### src/rtl/cordic_vector.sv
// cordic_vector: iterative CORDIC vectoring, returns |(x,y)| and atan2(y,x).
// Define CORDIC_VECTOR_GAIN_COMP_EN to add the SCALE gain-compensation step.
module cordic_vector #(
    parameter int DW   = 10,
    parameter int AW   = DW,
    parameter int ITER = DW
) (
    input  logic                 clk,
    input  logic                 rst_n,
    input  logic                 in_valid,
    output logic                 in_ready,
    input  logic signed [DW-1:0] xin,
    input  logic signed [DW-1:0] yin,
    output logic                 out_valid,
    input  logic                 out_ready,
    output logic signed [DW+1:0] mag,
    output logic signed [AW-1:0] ang
);

    localparam int IW = (ITER > 1) ? $clog2(ITER) : 1;
    localparam int XW = DW + 2;

    // atan(2^-k)/pi scaled by 2^AW, truncated; series is exact enough for k>=1
    function automatic logic [AW:0] theta_f(int k);
        real t;
        real p;
        real s;
        real r;
        if (k == 0) begin
            r = 0.25;
        end else begin
            t = 1.0;
            for (int j = 0; j < k; j++) t = t / 2.0;
            p = t;
            s = 0.0;
            for (int n = 0; n < 40; n++) begin
                if (n % 2 == 0) s = s + p / (2.0 * n + 1.0);
                else            s = s - p / (2.0 * n + 1.0);
                p = p * t * t;
            end
            r = s / 3.14159265358979;
        end
        for (int j = 0; j < AW; j++) r = r * 2.0;
        return (AW+1)'($rtoi(r));
    endfunction

    typedef enum logic [1:0] {IDLE, ROT, SCALE, DONE} state_t;

    state_t               state, state_nx;
    logic signed [XW-1:0] x, y, x_nx, y_nx;
    logic signed [XW-1:0] xs, ys, xe, ye;
    logic signed [AW:0]   a, a_nx;
    logic [IW-1:0]        i, i_nx;
    logic                 zero, zero_nx;
    logic signed [XW-1:0] mag_nx;
    logic signed [AW-1:0] ang_nx;
    logic [AW:0]          theta [ITER];

    // elaboration-time arctangent table
    for (genvar g = 0; g < ITER; g++) begin : g_theta
        localparam logic [AW:0] TH = theta_f(g);
        assign theta[g] = TH;
    end

`ifdef CORDIC_VECTOR_GAIN_COMP_EN
    localparam logic [DW:0] LAMBDA =
        (DW+1)'($rtoi(0.6072529350 * (2.0 ** DW) + 0.5));

    logic signed [XW+DW+1:0] prod;

    // x times 1/K, both non-negative in practice
    assign prod = x * $signed({1'b0, LAMBDA});
`endif

    assign xe        = {{2{xin[DW-1]}}, xin};
    assign ye        = {{2{yin[DW-1]}}, yin};
    assign in_ready  = (state == IDLE);
    assign out_valid = (state == DONE);

    // next state, micro-rotation datapath and result capture
    always_comb begin
        state_nx = state;
        x_nx     = x;
        y_nx     = y;
        a_nx     = a;
        i_nx     = i;
        zero_nx  = zero;
        mag_nx   = mag;
        ang_nx   = ang;
        xs       = x >>> i;
        ys       = y >>> i;
        unique case (state)
            IDLE: begin
                if (in_valid) begin
                    zero_nx = (xin == '0) && (yin == '0);
                    i_nx    = '0;
                    if (xin[DW-1]) begin
                        x_nx = -xe;
                        y_nx = -ye;
                        a_nx = {1'b1, {AW{1'b0}}};
                    end else begin
                        x_nx = xe;
                        y_nx = ye;
                        a_nx = '0;
                    end
                    state_nx = ROT;
                end
            end
            ROT: begin
                if (!y[XW-1]) begin
                    x_nx = x + ys;
                    y_nx = y - xs;
                    a_nx = a + $signed(theta[i]);
                end else begin
                    x_nx = x - ys;
                    y_nx = y + xs;
                    a_nx = a - $signed(theta[i]);
                end
                if (i == IW'(ITER - 1)) begin
`ifdef CORDIC_VECTOR_GAIN_COMP_EN
                    state_nx = SCALE;
`else
                    state_nx = DONE;
                    mag_nx   = zero ? '0 : x_nx;
                    ang_nx   = zero ? '0 : AW'(a_nx >>> 1);
`endif
                end else begin
                    i_nx = i + 1'b1;
                end
            end
`ifdef CORDIC_VECTOR_GAIN_COMP_EN
            SCALE: begin
                mag_nx   = zero ? '0 : XW'(prod >>> DW);
                ang_nx   = zero ? '0 : AW'(a >>> 1);
                state_nx = DONE;
            end
`endif
            DONE: begin
                if (out_ready) state_nx = IDLE;
            end
            default: state_nx = IDLE;
        endcase
    end

    // state and datapath registers
    always_ff @(posedge clk or negedge rst_n) begin
        if (!rst_n) begin
            state <= IDLE;
            x     <= '0;
            y     <= '0;
            a     <= '0;
            i     <= '0;
            zero  <= 1'b0;
            mag   <= '0;
            ang   <= '0;
        end else begin
            state <= state_nx;
            x     <= x_nx;
            y     <= y_nx;
            a     <= a_nx;
            i     <= i_nx;
            zero  <= zero_nx;
            mag   <= mag_nx;
            ang   <= ang_nx;
        end
    end

endmodule
### config.mk
export PLATFORM = sky130hd
export DESIGN_NAME = cordic_vector
export DESIGN_NICKNAME = d
export VERILOG_FILES = /design/src/rtl/cordic_vector.sv
export SDC_FILE = /design/constraint.sdc
export NUM_CORES = 1
export LEC_CHECK = 0
export ABC_AREA = 1
export BUFFER_PORTS_ARGS = -buffer_cell sky130_fd_sc_hd__buf_2
export CAP_MARGIN = 0
export CORE_MARGIN = 2
export CORE_UTILIZATION = 40
export CTS_CLUSTER_SIZE = 30
export DETAILED_ROUTE_END_ITERATION = 16
export SLEW_MARGIN = 20
export SYNTH_ARGS = -nofsm -noshare
export SYNTH_HDL_FRONTEND = slang
export SYNTH_SLANG_ARGS = --single-unit
export TNS_END_PERCENT = 20
### constraint.sdc
create_clock -name clk -period 9.75 [get_ports clk]
set_input_delay 0.4875 -clock clk [delete_from_list [all_inputs] [get_ports clk]]
set_output_delay 0.4875 -clock clk [all_outputs]
set_load 0.02 [all_outputs]
### Word-level counts from Yosys, hierarchy flattened

Memories as Yosys holds them, arrays and structs flattened.
Cells that the tools add are included.

| operators by class | value |
|---|---|
| add/subtract/negate cells | 9 |
| mux-type cells | 23 |
| bitwise gates (word level) | 1 |
| equality and inequality tests | 7 |
| shift operators | 2 |
| reductions and logical operators | 10 |
| $lt $le $gt $ge | 1 |

Operators with widths:

| cell | number |
|---|---|
| 12-bit 2-to-1 mux | 7 |
| 11-bit 2-to-1 mux | 5 |
| 12-bit one-hot mux with 2 select lines | 2 |
| 12-bit adder | 2 |
| 10-bit negator with 12-bit output | 2 |
| 12-bit by 4-bit >>> shifter with 12-bit output | 2 |
| 12-bit subtractor | 2 |
| 11-bit one-hot mux with 2 select lines | 1 |
| 10-bit logical NOT | 2 |
| 11-bit adder | 1 |
| 11-bit subtractor | 1 |
| 10-bit 2-to-1 mux | 1 |
| 4-bit 2-to-1 mux | 2 |
| 4-bit one-hot mux with 2 select lines | 1 |
| 2-bit 2-to-1 mux | 3 |
| 2-bit != test (second input constant) | 3 |
| 2-bit one-hot mux with 3 select lines | 1 |
| 2-bit AND reduction | 3 |
| 3-bit AND reduction | 2 |
| 5-bit >= comparator (second input constant) | 1 |
| 4-bit NOT with 5-bit output | 1 |
| 4-bit by 1-bit adder with 4-bit output (second input constant) | 1 |
| 4-bit == test (second input constant) | 1 |
| 2-bit by 1-bit == test with 1-bit output (second input constant) | 1 |
| other kinds (5) | 5 |

| word-level totals | value |
|---|---|
| bits in read-only memories | 176 |
| word-level logic and storage cells | 62 |
| flip-flop bits (word level) | 64 |
| output and inout bits | 24 |
| memories kept | 1 |

Memories:

| name | depth | width | read ports | clocked after memory_dff | wr ports | line | RTL |
|---|---|---|---|---|---|---|---|
| (no name shown) | 16 | 11 | 1 | 0 | 0 | 117 | `a_nx = a - $signed(theta[i]);` |

### Longest topological paths before layout

| logic depth | value |
|---|---|
| depth after elaboration | 7 |
| gate-level depth with buffers | 29 |
| mapped depth without buffers | 27 |

### Least setup slack after synthesis

No wires, ideal clock.

| path | value |
|---|---|
| path type | register -> register |
| from | reg i[0] |
| to | reg y[8] |
| path buffers | 2 |
| setup slack | 6401 ps |
| clock period less this slack | 3349 ps |
| arrival time | 3216 ps |
| cell stages (with the launch flop) | 20 |
| cell sequence | dfrtp_1 buf_6 inv_4 buf_6 nand2_1 nand3_1 nand2_1 o21ai_0 inv_1 nor2_4 inv_1 ha_1 nand2_1 o21ai_0 fa_1 a2111oi_0 nor2_1 nor2_1 xor2_1 a21oi_1 |

| between the ends | value |
|---|---|
| longest elaborated chain between the ends | 4 |

Ends and longest elaborated chain:

| what | line | RTL |
|---|---|---|
| start, declared | 53 | `logic [IW-1:0] i, i_nx;` |
| start signal, assigned | 161 | `i <= i_nx;` |
| 12-bit by 4-bit >>> shifter with 12-bit output (*) | 90 | `xs = x >>> i;` |
| 12-bit subtractor / 12-bit adder (equally long branches) | 112, 116 |  |
| 12-bit 2-to-1 mux (*) | 110 | `if (!y[XW-1]) begin` |
| 12-bit one-hot mux with 2 select lines (*) | 92 | `unique case (state)` |
| end signal, assigned | 159 | `y <= y_nx;` |
| end, declared | 50 | `logic signed [XW-1:0] x, y, x_nx, y_nx;` |

Every way passes the cells marked *; elsewhere a longest branch is shown, timed or not.
A chain may end at the register's enable or synchronous reset.

### Final worst setup path

| path | value |
|---|---|
| from | reg i[1] |
| to | reg y[8] |

The elaborated chain is that of the path after synthesis.

==> impl_metrics.env <==
export IMPL_syn_inst=956
export IMPL_fin_setup_tns_ps=0
export IMPL_die_height_um=130.3
export IMPL_finalSetupViolations=0
export IMPL_maxSlewViolCount=0
export IMPL_tritoncts="done"
export IMPL_grt_pass1_wl_um=29320
export IMPL_fin_crit_sh=0.4455
export IMPL_synth_edff_count=0
export IMPL_clk_pin_slew_ps=60
export IMPL_gr_total_overflow=0
export IMPL_min_period_ps=4344
export IMPL_port_buffers=47
export IMPL_skew_ps=7.298
export IMPL_regArea_um2=1603
export IMPL_clk_latency_ps=350
export IMPL_grt_use_total=0.2200
export IMPL_hold_path_class="in2async"
export IMPL_row_count=46
export IMPL_avgRoutedWirePerCell_um=14.75
export IMPL_dp_hpwl_um=13530
export IMPL_dr_first_iter_drc_count=365
export IMPL_antenna_left=0
export IMPL_layout_setup_ws_ps=5406
export IMPL_grt_start_max_net_pins=65
export IMPL_layout_common_cells="nand2_1, inv_1, o21ai_0"
export IMPL_r2r_cells=16
export IMPL_io_pins=48
export IMPL_critPathCaptureType="register"
export IMPL_cts_buffer_depth=2
export IMPL_place_gp_congestion=0.8695
export IMPL_synthFlopType="dfrtp_1"
export IMPL_area_growth_pct=9.545
export IMPL_final_hold_violation_count=0
export IMPL_ctsResizeCount=0
export IMPL_synth_seq_cells=64
export IMPL_top_usage_layer="met2"
export IMPL_cts_root_buffer="clkbuf_16"
export IMPL_cts_made_buffers=9
export IMPL_cp_max_fo=19
export IMPL_place_ws_ps=5351
export IMPL_status="complete, no violations"
export IMPL_synth_seq_area_share=0.2509
export IMPL_ys_types=52
export IMPL_start_kind="register"
export IMPL_final_layout_size_suffix_gt1_frac=0.1163
export IMPL_drt_drc_violations_left=0
export IMPL_tightest_slew_ps=863.2
export IMPL_first_global_vias=5794
export IMPL_fill_cells=1692
export IMPL_fin_nets=1057
export IMPL_first_pass_iters=5
export IMPL_layout_commonest_cell="nand2_1"
export IMPL_syn_nets=1029
export IMPL_via_per_inst=5.188
export IMPL_antenna_found_initial=0
export IMPL_critPathArrivalTime_ps=4560
export IMPL_multiInputGateArea_um2=4167
export IMPL_cp_required_ps=9970
export IMPL_synthesis_area_um2=6384
export IMPL_postCtsHoldBufs=0
export IMPL_rsz0062_at_grt="false"
export IMPL_async_flop_share=1.000
export IMPL_drv_cap=0
export IMPL_wl_um=17780
export IMPL_clock_sinks=64
export IMPL_yosys_warnings=0
export IMPL_antenna_cells=0
export IMPL_globalRouteMet1Util=0.3032
export IMPL_use_met3=0.03772
export IMPL_relSlewSlack=0.4246
export IMPL_die_w_um=130.3
export IMPL_vias=6251
export IMPL_max_clock_freq_ghz=0.2302
export IMPL_htreeDepth=3
export IMPL_core_area_um2=15710
export IMPL_r2r_setup_slack_ps=5410
export IMPL_initial_core_util=0.4063
export IMPL_use_met2=0.3579
export IMPL_post_cts_buffers=0
export IMPL_crit_type="reg2reg"
export IMPL_syn_area_per_cell_um2=6.677
export IMPL_die_area_um2=16990
synthesized netlist by cell type (4+ instances only):
cell / number / share of area
buf_4: 5 / 0.0059
xnor2_1: 10 / 0.014
nand3_2: 5 / 0.0078
nand2_2: 11 / 0.011
buf_2: 5 / 0.0039
clkbuf_1: 17 / 0.010
a31oi_1: 9 / 0.0088
or2_2: 6 / 0.0059
o21ai_0: 90 / 0.071
a21oi_1: 50 / 0.039
o21bai_1: 4 / 0.0047
nor2_1: 72 / 0.042
xor2_1: 31 / 0.043
o211ai_1: 9 / 0.011
nand4_1: 8 / 0.0078
nand2_1: 259 / 0.15
inv_1: 101 / 0.059
nand3_1: 71 / 0.056
o21ai_2: 4 / 0.0055
dfrtp_1: 64 / 0.25
nor3_1: 11 / 0.0086
ha_1: 46 / 0.090
nor2_2: 7 / 0.0069
nor2_4: 6 / 0.011
buf_6: 7 / 0.012
worst max-delay path: stages, from the launching register on:
cell and delay [ps]:
dfrtp_1 830, inv_4 220, nor2_2 340, o211ai_1 140, nand3_1 130, nor2_1 80, nor2_4 170, inv_1 60
ha_1 260, nand2_1 60, o21ai_0 170, fa_1 530, a2111oi_0 690, nor2_1 90, nor2_1 140, xor2_1 230
a21oi_1 90
metal layers:
metal | share of wire | wire length (um)
met4 | 0.016 | 277
met1 | 0.48 | 8529
met5 | 0 | 0
met3 | 0.042 | 749
met2 | 0.46 | 8220
flip-flops by register name, indices dropped and copies added, names as in the netlist:
register  cells
zero          1
y            12
i             4
x            12
ang          10
state         2
mag          12
a            11
through the flow:
stage	utilization	instances	hold slack (ps)	instance area [um2]
after CTS	0.4450	1205	368.4	6992
after global placement	0.4275	1189	459.3	6718
after detailed placement	0.4275	1189	461.4	6718
final	0.4451	1205	336.2	6993
after global routing	0.4451	1205	391.3	6993
after floorplan	-	956	191.9	6384
path summary, 6_finish.rpt:
path	startpoint	end
worst max-delay path	i[1]	y[8]
worst min-delay path	rst_n	ang[6]
worst max register to register	i[1]	y[8]
worst min register to register	ang[9]	ang[9]
max in group asynchronous	rst_n	i[0]
min in group clk	xin[8]	zero
cell type report:
| cell class | instances | share of cell area |
|---|---|---|
| Clock buffer | 10 | 0.03274 |
| Clock inverter | 6 | 0.006441 |
| Inverter | 107 | 0.05815 |
| Multi-Input combinational cell | 750 | 0.5958 |
| Sequential cell | 64 | 0.2292 |
| Tap cell | 216 | 0.03865 |
| Timing Repair Buffer | 52 | 0.03901 |
logic make-up (layout without fill, tap and decap cells):
kind of cell    count (synthesis)  after routing  share of synthesized area
xor+xnor                       41             41                    0.05625
flops                          64             64                     0.2509
buf+inv                       142            175                    0.09643
simple gates                  461            461                     0.3146
mux                             1              1                   0.001568
compound gates                198            198                     0.1807
fa+ha+maj                      49             49                    0.09957
Power is left out: the tool's default activity adds up to more than one toggle a clock period on the data nets, which glitch-free logic cannot reach.
